**src/rtl/ex_dispatch.sv**
```systemverilog
// ----------------------------------------------------------------------------
// ex_dispatch
//
// Issue stage between the per-thread ID/EX registers and the shared ALUs.
// Every cycle up to NUM_ALUS thread candidates are granted to ALU slots in
// round-robin order starting at ptr_q. A denied operation is parked in a
// one-entry per-thread pending slot, and hold[t] stalls decode/fetch until
// that operation has issued.
//
// Parameters:
//   NUM_Threads  hardware threads (>= 2)
//   NUM_ALUS     ALU issue slots, 1 <= NUM_ALUS <= NUM_Threads
//   TID_W        thread-id width
//
// Ports:
//   clk                        clock
//   rst                        asynchronous active-low reset
//   oh_in[t]          in  7    decoded op handle, 0 = no operation
//   op1_in/op2_in[t]  in  32   operands
//   ins_in/pc_in[t]   in  32   raw instruction and pc
//   rd/rs1/rs2_in[t]  in  5    register addresses
//   hold[t]           out 1    combinational stall to decode and fetch
//   alu_valid[s]      out 1    slot s carries an operation (registered)
//   alu_tid[s]        out      owning thread of slot s
//   alu_oh..alu_rs2   out      issued bundle (zero when slot invalid)
//   stall_cnt[t]      out 32   saturating hold-cycle counter, present only
//                              when EX_DISPATCH_STATS_EN is defined
// ----------------------------------------------------------------------------
module ex_dispatch #(
    parameter int NUM_Threads = 4,
    parameter int NUM_ALUS    = 3,
    parameter int TID_W       = $clog2(NUM_Threads)
) (
    input  logic             clk,
    input  logic             rst,
    input  logic [6:0]       oh_in   [NUM_Threads],
    input  logic [31:0]      op1_in  [NUM_Threads],
    input  logic [31:0]      op2_in  [NUM_Threads],
    input  logic [31:0]      ins_in  [NUM_Threads],
    input  logic [31:0]      pc_in   [NUM_Threads],
    input  logic [4:0]       rd_in   [NUM_Threads],
    input  logic [4:0]       rs1_in  [NUM_Threads],
    input  logic [4:0]       rs2_in  [NUM_Threads],
    output logic             hold    [NUM_Threads],
    output logic             alu_valid [NUM_ALUS],
    output logic [TID_W-1:0] alu_tid   [NUM_ALUS],
    output logic [6:0]       alu_oh    [NUM_ALUS],
    output logic [31:0]      alu_op1   [NUM_ALUS],
    output logic [31:0]      alu_op2   [NUM_ALUS],
    output logic [31:0]      alu_ins   [NUM_ALUS],
    output logic [31:0]      alu_pc    [NUM_ALUS],
    output logic [4:0]       alu_rd    [NUM_ALUS],
    output logic [4:0]       alu_rs1   [NUM_ALUS],
    output logic [4:0]       alu_rs2   [NUM_ALUS]
`ifdef EX_DISPATCH_STATS_EN
    ,
    output logic [31:0]      stall_cnt [NUM_Threads]
`endif
);

    localparam int SLOT_W = (NUM_ALUS > 1) ? $clog2(NUM_ALUS) : 1;

    typedef struct packed {
        logic [6:0]  oh;
        logic [31:0] op1;
        logic [31:0] op2;
        logic [31:0] ins;
        logic [31:0] pc;
        logic [4:0]  rd;
        logic [4:0]  rs1;
        logic [4:0]  rs2;
    } bundle_t;

    // Round-robin pointer: advances every cycle out of reset, even when idle.
    logic [TID_W-1:0] ptr_q, ptr_d;

    // Pending slot per thread.
    logic [NUM_Threads-1:0] pend_v_q, pend_v_d;
    bundle_t                pend_q [NUM_Threads];
    bundle_t                pend_d [NUM_Threads];

    // Candidate selection and arbitration results.
    logic [NUM_Threads-1:0] cand_v;
    logic [NUM_Threads-1:0] grant;
    logic [NUM_Threads-1:0] hold_w;
    bundle_t                live_b [NUM_Threads];
    bundle_t                cand_b [NUM_Threads];

    // Issue registers.
    logic [NUM_ALUS-1:0]    alu_valid_q, alu_valid_d;
    logic [TID_W-1:0]       alu_tid_q [NUM_ALUS];
    logic [TID_W-1:0]       alu_tid_d [NUM_ALUS];
    bundle_t                alu_b_q   [NUM_ALUS];
    bundle_t                alu_b_d   [NUM_ALUS];

    assign ptr_d = (ptr_q == TID_W'(NUM_Threads - 1)) ? '0 : ptr_q + 1'b1;

    // ------------------------------------------------------------------
    // Per-thread candidate, hold and pending-slot update
    // ------------------------------------------------------------------
    for (genvar gi = 0; gi < NUM_Threads; gi++) begin : g_thread
        assign live_b[gi] = '{oh:  oh_in[gi],  op1: op1_in[gi], op2: op2_in[gi],
                              ins: ins_in[gi], pc:  pc_in[gi],  rd:  rd_in[gi],
                              rs1: rs1_in[gi], rs2: rs2_in[gi]};

        // A parked operation always takes priority; the live input is
        // expected to be zero while hold is high and is ignored regardless.
        assign cand_v[gi] = pend_v_q[gi] | (oh_in[gi] != 7'd0);
        assign cand_b[gi] = pend_v_q[gi] ? pend_q[gi] : live_b[gi];

        assign hold_w[gi] = (cand_v[gi] & ~grant[gi]) | (pend_v_q[gi] & ~grant[gi]);
        assign hold[gi]   = hold_w[gi];

        // Granted -> slot empties; denied (live or pending) -> slot full.
        assign pend_v_d[gi] = grant[gi] ? 1'b0 : cand_v[gi];
        // A denied pending candidate reloads itself, so it stays unchanged.
        assign pend_d[gi]   = (cand_v[gi] & ~grant[gi]) ? cand_b[gi] : pend_q[gi];
    end

    // ------------------------------------------------------------------
    // Round-robin arbitration: k-th candidate from ptr gets slot k
    // ------------------------------------------------------------------
    always_comb begin
        int cnt;
        int idx;
        cnt   = 0;
        idx   = 0;
        grant = '0;
        alu_valid_d = '0;
        for (int s = 0; s < NUM_ALUS; s++) begin
            alu_tid_d[s] = '0;
            alu_b_d[s]   = '0;
        end
        for (int i = 0; i < NUM_Threads; i++) begin
            idx = int'(ptr_q) + i;
            if (idx >= NUM_Threads) begin
                idx = idx - NUM_Threads;
            end
            if (cand_v[idx[TID_W-1:0]] && (cnt < NUM_ALUS)) begin
                grant[idx[TID_W-1:0]]          = 1'b1;
                alu_valid_d[cnt[SLOT_W-1:0]]   = 1'b1;
                alu_tid_d[cnt[SLOT_W-1:0]]     = idx[TID_W-1:0];
                alu_b_d[cnt[SLOT_W-1:0]]       = cand_b[idx[TID_W-1:0]];
                cnt = cnt + 1;
            end
        end
    end

    // ------------------------------------------------------------------
    // State registers
    // ------------------------------------------------------------------
    always_ff @(posedge clk or negedge rst) begin
        if (!rst) begin
            ptr_q       <= '0;
            pend_v_q    <= '0;
            alu_valid_q <= '0;
            for (int t = 0; t < NUM_Threads; t++) begin
                pend_q[t] <= '0;
            end
            for (int s = 0; s < NUM_ALUS; s++) begin
                alu_tid_q[s] <= '0;
                alu_b_q[s]   <= '0;
            end
        end else begin
            ptr_q       <= ptr_d;
            pend_v_q    <= pend_v_d;
            alu_valid_q <= alu_valid_d;
            for (int t = 0; t < NUM_Threads; t++) begin
                pend_q[t] <= pend_d[t];
            end
            for (int s = 0; s < NUM_ALUS; s++) begin
                alu_tid_q[s] <= alu_tid_d[s];
                alu_b_q[s]   <= alu_b_d[s];
            end
        end
    end

    for (genvar gi = 0; gi < NUM_ALUS; gi++) begin : g_slot
        assign alu_valid[gi] = alu_valid_q[gi];
        assign alu_tid[gi]   = alu_tid_q[gi];
        assign alu_oh[gi]    = alu_b_q[gi].oh;
        assign alu_op1[gi]   = alu_b_q[gi].op1;
        assign alu_op2[gi]   = alu_b_q[gi].op2;
        assign alu_ins[gi]   = alu_b_q[gi].ins;
        assign alu_pc[gi]    = alu_b_q[gi].pc;
        assign alu_rd[gi]    = alu_b_q[gi].rd;
        assign alu_rs1[gi]   = alu_b_q[gi].rs1;
        assign alu_rs2[gi]   = alu_b_q[gi].rs2;
    end

`ifdef EX_DISPATCH_STATS_EN
    // ------------------------------------------------------------------
    // Saturating per-thread hold-cycle counters
    // ------------------------------------------------------------------
    logic [NUM_Threads-1:0][31:0] stall_cnt_q, stall_cnt_d;

    for (genvar gi = 0; gi < NUM_Threads; gi++) begin : g_stats
        assign stall_cnt_d[gi] = (hold_w[gi] && (stall_cnt_q[gi] != 32'hFFFF_FFFF))
                                 ? stall_cnt_q[gi] + 32'd1 : stall_cnt_q[gi];
        assign stall_cnt[gi]   = stall_cnt_q[gi];
    end

    always_ff @(posedge clk or negedge rst) begin
        if (!rst) begin
            stall_cnt_q <= '0;
        end else begin
            stall_cnt_q <= stall_cnt_d;
        end
    end
`endif

endmodule

```
**config.mk**
```make
export PLATFORM = sky130hd
export DESIGN_NAME = ex_dispatch
export DESIGN_NICKNAME = d
export VERILOG_FILES = /design/src/rtl/ex_dispatch.sv
export SDC_FILE = /design/constraint.sdc
export NUM_CORES = 2
export LEC_CHECK = 0
export CAP_MARGIN = 20
export CORE_AREA = 2 2 416 418
export CTS_BUF_LIST = sky130_fd_sc_hd__clkbuf_8
export DETAILED_ROUTE_END_ITERATION = 10
export DIE_AREA = 0 0 418 420
export DONT_BUFFER_PORTS = 1
export HOLD_SLACK_MARGIN = 0.1
export PLACE_DENSITY_LB_ADDON = 0.08
export SLEW_MARGIN = 20
export SYNTH_ARGS = -nofsm -noshare
export SYNTH_HDL_FRONTEND = slang
export SYNTH_SLANG_ARGS = --single-unit
```
**constraint.sdc**
```tcl
create_clock -name clk -period 7.7 [get_ports clk]
set_input_delay 1.155 -clock clk [delete_from_list [all_inputs] [get_ports clk]]
set_output_delay 1.155 -clock clk [all_outputs]
set_load 0.01 [all_outputs]
```
Yosys cells after proc, flatten, opt, wreduce, memory -nomap -nowiden:

Index checks and enable logic that the tools add are counted.

* input bits: 602
* memory bits (writable): 0
* output and inout bits: 463
* bits in registers: 1065
* latch bits: 0
* memories: 0
* bits in read-only memories: 0

* $add $sub $neg: 10
* div/mod/pow operators: 0
* mux-type cells: 84
* reductions and logical operators: 17
* multipliers: 0
* magnitude comparators: 31
* equal/unequal tests: 1
* shift-type cells: 0
* bitwise logic cells: 33

Operator list (count)
* two-way mux 150 bit: 16
* bitwise mux 450 bit: 3
* two-way mux 450 bit: 3
* binary-select mux 150 bit (select 2 bit): 4
* demux 150 bit (select 2 bit): 3
* less-than comparator 32 x 3 -> 1 bit (second input constant): 3
* adder 32 x 2 -> 32 bit (second input constant): 2
* two-way mux 32 bit: 2
* greater-or-equal comparator 3 bit (second input constant): 10
* nonzero test 7 bit: 4
* less-than comparator 2 x 3 -> 1 bit (second input constant): 7
* NOT 2 -> 3 bit: 7
* bitwise mux 6 bit: 3
* two-way mux 2 bit: 9
* two-way mux 6 bit: 3
* two-way mux 1 bit: 17
* two-way mux 4 bit: 4
* demux 1 bit (select 2 bit): 7
* greater-or-equal comparator 2 x 1 -> 1 bit (second input constant): 7
* logical AND 1 bit: 13
* demux 2 bit (select 2 bit): 3
* OR 4 bit: 3
* less-than comparator 3 x 1 -> 1 bit (second input constant): 3
* two-way mux 3 bit: 3
* 12 further kinds: 37

Logic depth before layout (Yosys ltp):

* depth in word-level cells: 18
* mapped depth: 22
* depth with buffers taken out: 12

Least setup slack after synthesis:

No wires, ideal clock.

* path kind: reg-to-output
* start: register ptr_q[0]
* end: output port hold[0] in the netlist's numbering
* data required time: 6.545 ns
* slack: 1.751 ns
* buffers on the path: 9
* arrival time: 4.794 ns
* cell stages (with the launch flop): 21
* path through: dfrtp_1 > buf_2 > inv_2 > clkbuf_1 > buf_1 > buf_1 > ha_1 > inv_1 > mux4_2 > buf_2 > inv_2 > buf_2 > buf_1 > ha_1 > clkbuf_1 > nor2_1 > a21oi_1 > o211ai_1 > o211ai_2 > clkbuf_1 > inv_1

RTL lines
* from (decl): RTL line 75 `logic [TID_W-1:0] ptr_q, ptr_d;`
* from (signal assigned): RTL line 165 `ptr_q <= ptr_d;`
* to (decl): RTL line 44 `output logic hold [NUM_Threads],`

==> summary.txt <==
Clock network
  • CTS tree: yes
  • Clk pin slew, worst setup/hold paths: about 0.06 ns
  • Later-pin clock latency in the skew report: 1.02 ns
  • Inserted Clock Buffers: around 200
  • Clk root buf: clkbuf_8
  • CTS sink count: about 1100
  • Clock buffer depth: 3
  • Cts repair resizes: 0
  • H-tree levels: 4

Synthesis
  • Top post-synthesis cells by area: dfrtp_1 (42%), mux2i_1 (19%), mux2_2 (5.9%)
  • Post-synth top area share: 0.415
  • Seq/Total Area, Yosys: 0.415
  • Post-synth EDFFs: 0
  • Area leader, netlist: dfrtp_1
  • Cells after synthesis: 6501
  • Syn Nets: just over 7000
  • Post-synth top flop: dfrtp_1
  • Mapped Avg Cell Area: a little under 10 sq um
  • Post-Synthesis Cell Area: 0.0641 sq mm
  • Post-synth ARST share: 1.00
  • Post-synth cell types: 62
  • Ys Warns: 0
  • Synth Register Bits: 1065

Setup path
  • Critical path cell sequence: inv_8 > ha_4 > inv_8 > mux4_4 > ha_1 > inv_1 > nor4_4 > nor2_2 > a21oi_1
  • Startpoint types: register
  • Critical path type: register to output port
  • Crit path largest cell delay: around 0.74 ns
  • Worst setup EP type: output port
  • Critical path's most frequent cell: inv_8
  • Slowest stage cell on the critical path: mux4_4
  • Req. time, crit path: approximately 6.6 ns
  • Crit path max fanout: 66
  • Worst path arrival time: between 6 and 7 ns

Layout
  • Most frequent cells in the layout: mux2i_1 (1204), dfrtp_1 (1059), nand2_1 (751)
  • Share of layout cells above drive strength 1: 0.134
  • Reg area: 0.0267 sq mm
  • Most common cell after layout, fill and taps aside: mux2i_1
  • Area of the multi-input gates: between 0.03 and 0.04 sq mm
  • Area Growth Syn to Fin: 10.4%
  • Finished Core Util: 0.414
  • FILL cells: around 17000
  • Nets: about 6800

Timing
  • Fin Setup TNS: 0 ns
  • Minimum clock period: approximately 7.3 ns
  • Max-slew violations: 0
  • Final Hold Fails: 0
  • Max-slew headroom: 0.255
  • Fin crit share: 0.950
  • # setup viols final: 0
  • Skew final: roughly 0.054 ns
  • Slew @ Worst Pin: between 1 and 1.5 ns
  • RSZ-0062 raised after global routing: false
  • Max Freq: 0.137 GHz

Route
  • DRT iter0 DRCs: approximately 4800
  • Vias per Instance: around 6.2
  • Antenna violation net count after detailed routing: 0
  • TritonRoute pass-1 iters: 6
  • Via count: roughly 54000
  • Number of remaining DRC errors: 0
  • Wire per inst: between 30 and 40 um
  • Detailed Route WL: about 290000 um

GRT
  • Number of global-route vias before repair: 51500
  • Largest net degree at the start of global routing: about 200
  • First-pass GRT wire length: between 400000 and 500000 um
  • GR Layer Usage met3: 0.0882
  • Grt met1 use: 0.387
  • Gr usage total: 0.315
  • Busiest grt layer: met2
  • Met2 Use GR: 0.495
  • Antenna violations before repair: between 70 and 80
  • GRT overflow: 0

Power
  • Peak VDD IR: 183 uV
  • Leakage: ~30 nW
  • Total power: around 14 mW
  • Pwr/cell area: about 190 mW/mm^2

Floorplan
  • Die Y: between 400 and 500 um
  • Total core area: about 0.17 sq mm
  • Die ar.: approximately 0.18 sq mm
  • Row cnt: 152
  • Die width: between 400 and 500 um
  • IO Pins: ~1100
  • Initial Util: 0.375

Outcome
  • Outcome: completed

Worst hold path
  • Tightest Hold Check Type: input pin to async pin

Job
  • Total of max-cap violations: 0

Placement
  • Count of buffers inserted at the top-level ports: 0
  • Final HPWL DP: between 150000 and 200000 um
  • GPL Wtd Cong: ~0.88
==> final cells by class <==
| class | instances | share of cell area |
|---|---|---|
| flip-flops and latches | 1065 | 0.377 |
| well taps | 2233 | 0.0395 |
| clock buffers | 266 | 0.0517 |
| repair buffers | 134 | 0.0215 |
| inverters | 62 | 0.00371 |
| multi-input cells | 4756 | 0.493 |
| clock inverters | 106 | 0.0101 |
| diodes | 91 | 0.00322 |
==> layer usage <==
metal,vias up,share of wire
met5,-,0.00055
met4,26,0.057
met3,642,0.087
met2,2725,0.46
met1,27200,0.39
li1,23500,-
==> power breakdown <==
part | switching [mW] | internal (mW)
sequential | 0.338 | 5.96
combinational | 0.755 | 0.499
clock | 2.80 | 3.30
total | 3.89 | 9.77
==> per-stage QoR <==
| stage | cell area, sq um | worst slack, ns | hold WS [ns] | std cells |
|---|---|---|---|---|
| CTS | 70500 | 0.314 | 0.155 | 8618 |
| global placement | 66100 | 1.50 | 0.461 | 8245 |
| floorplan | 64100 | 1.75 | 0.450 | 6501 |
| global route | 70800 | 0.210 | 0.215 | 8701 |
| finish | 70800 | 0.384 | 0.228 | 8713 |
| detailed placement | 66100 | 1.36 | 0.470 | 8245 |
==> sequential cells by signal, indices dropped and copies added (netlist names), 15 cells and up <==
register / cells
alu_op1: 96
alu_op2: 96
pend_q: 600
alu_ins: 96
alu_rd: 15
alu_pc: 96
alu_rs1: 15
alu_rs2: 15
alu_oh: 21
==> what timing repair did <==
action | CTS | global route
setup endpoints to repair | 0 | 0
buffers inserted | 0 | 0
hold buffers | 1 | 0
hold endpoints to repair | 3 | 0
==> synth_stat cells, types with 3 or more instances <==
cell,n
mux2i_1,1204
dfrtp_1,1065
nand2_1,754
o21ai_0,440
clkbuf_1,417
a21oi_1,345
mux2_2,336
nor2_1,285
o22ai_1,200
and2_1,180
mux2_1,157
o211ai_1,149
buf_1,99
nor3_1,90
a2111oi_0,83
o221ai_1,83
a211oi_1,78
buf_2,77
a21boi_0,64
a32o_1,62
inv_1,59
a21o_1,32
o311ai_0,31
nor4_1,27
nand3_1,23
o31a_1,21
o32ai_1,20
mux4_2,16
buf_4,13
buf_6,12
a31oi_1,10
ha_1,8
nand4_1,6
o21ai_1,5
a311oi_1,4
nor4_2,4
a221oi_1,3
a221oi_2,3
inv_2,3
o32a_1,3
or3_1,3
==> cells by family (layout without fill, tap and decap cells) <==
kind of cell / Yosys count / after routing / synth area share
mux: 1713 / 1713 / 0.280
compound gates: 1655 / 1655 / 0.167
simple gates: 1380 / 1380 / 0.0926
flops: 1065 / 1065 / 0.415
buf+inv: 680 / 568 / 0.0435
fa+ha+maj: 8 / 8 / 0.00156
other cells: 0 / 91 / 0
==> worst max-delay path, delay by kind of cell (launching register included) <==
kind,cells,cell delay (ns)
multiplexers,1,0.74
flip-flops,1,0.71
buffers and inverters,3,1.30
adder cells (fa/ha/maj),2,0.89
AO/OA/AOI/OAI,1,0.59
AND/OR/NAND/NOR,2,0.80
==> worst paths after layout <==
check | slack, ns | end | from | cells after the start
min in group clk | 0.27 | pend_q[285]$_DFFE_PN0P_ | op1_in[56] | 1
max in group asynchronous | 4.65 | pend_q[57]$_DFFE_PN0P_ | rst | 5
worst min register to register | 0.48 | pend_q[326]$_DFFE_PN0P_ | pend_q[326]$_DFFE_PN0P_ | 2
worst max-delay path | 0.38 | hold[1] | ptr_q[0]$_DFF_PN0_ | 9
worst min-delay path | 0.23 | pend_q[432]$_DFFE_PN0P_ | rst | 1
worst max register to register | 1.25 | alu_ins[87]$_DFF_PN0_ | ptr_q[0]$_DFF_PN0_ | 13
No activity file was read; power rests on OpenSTA's default activity.
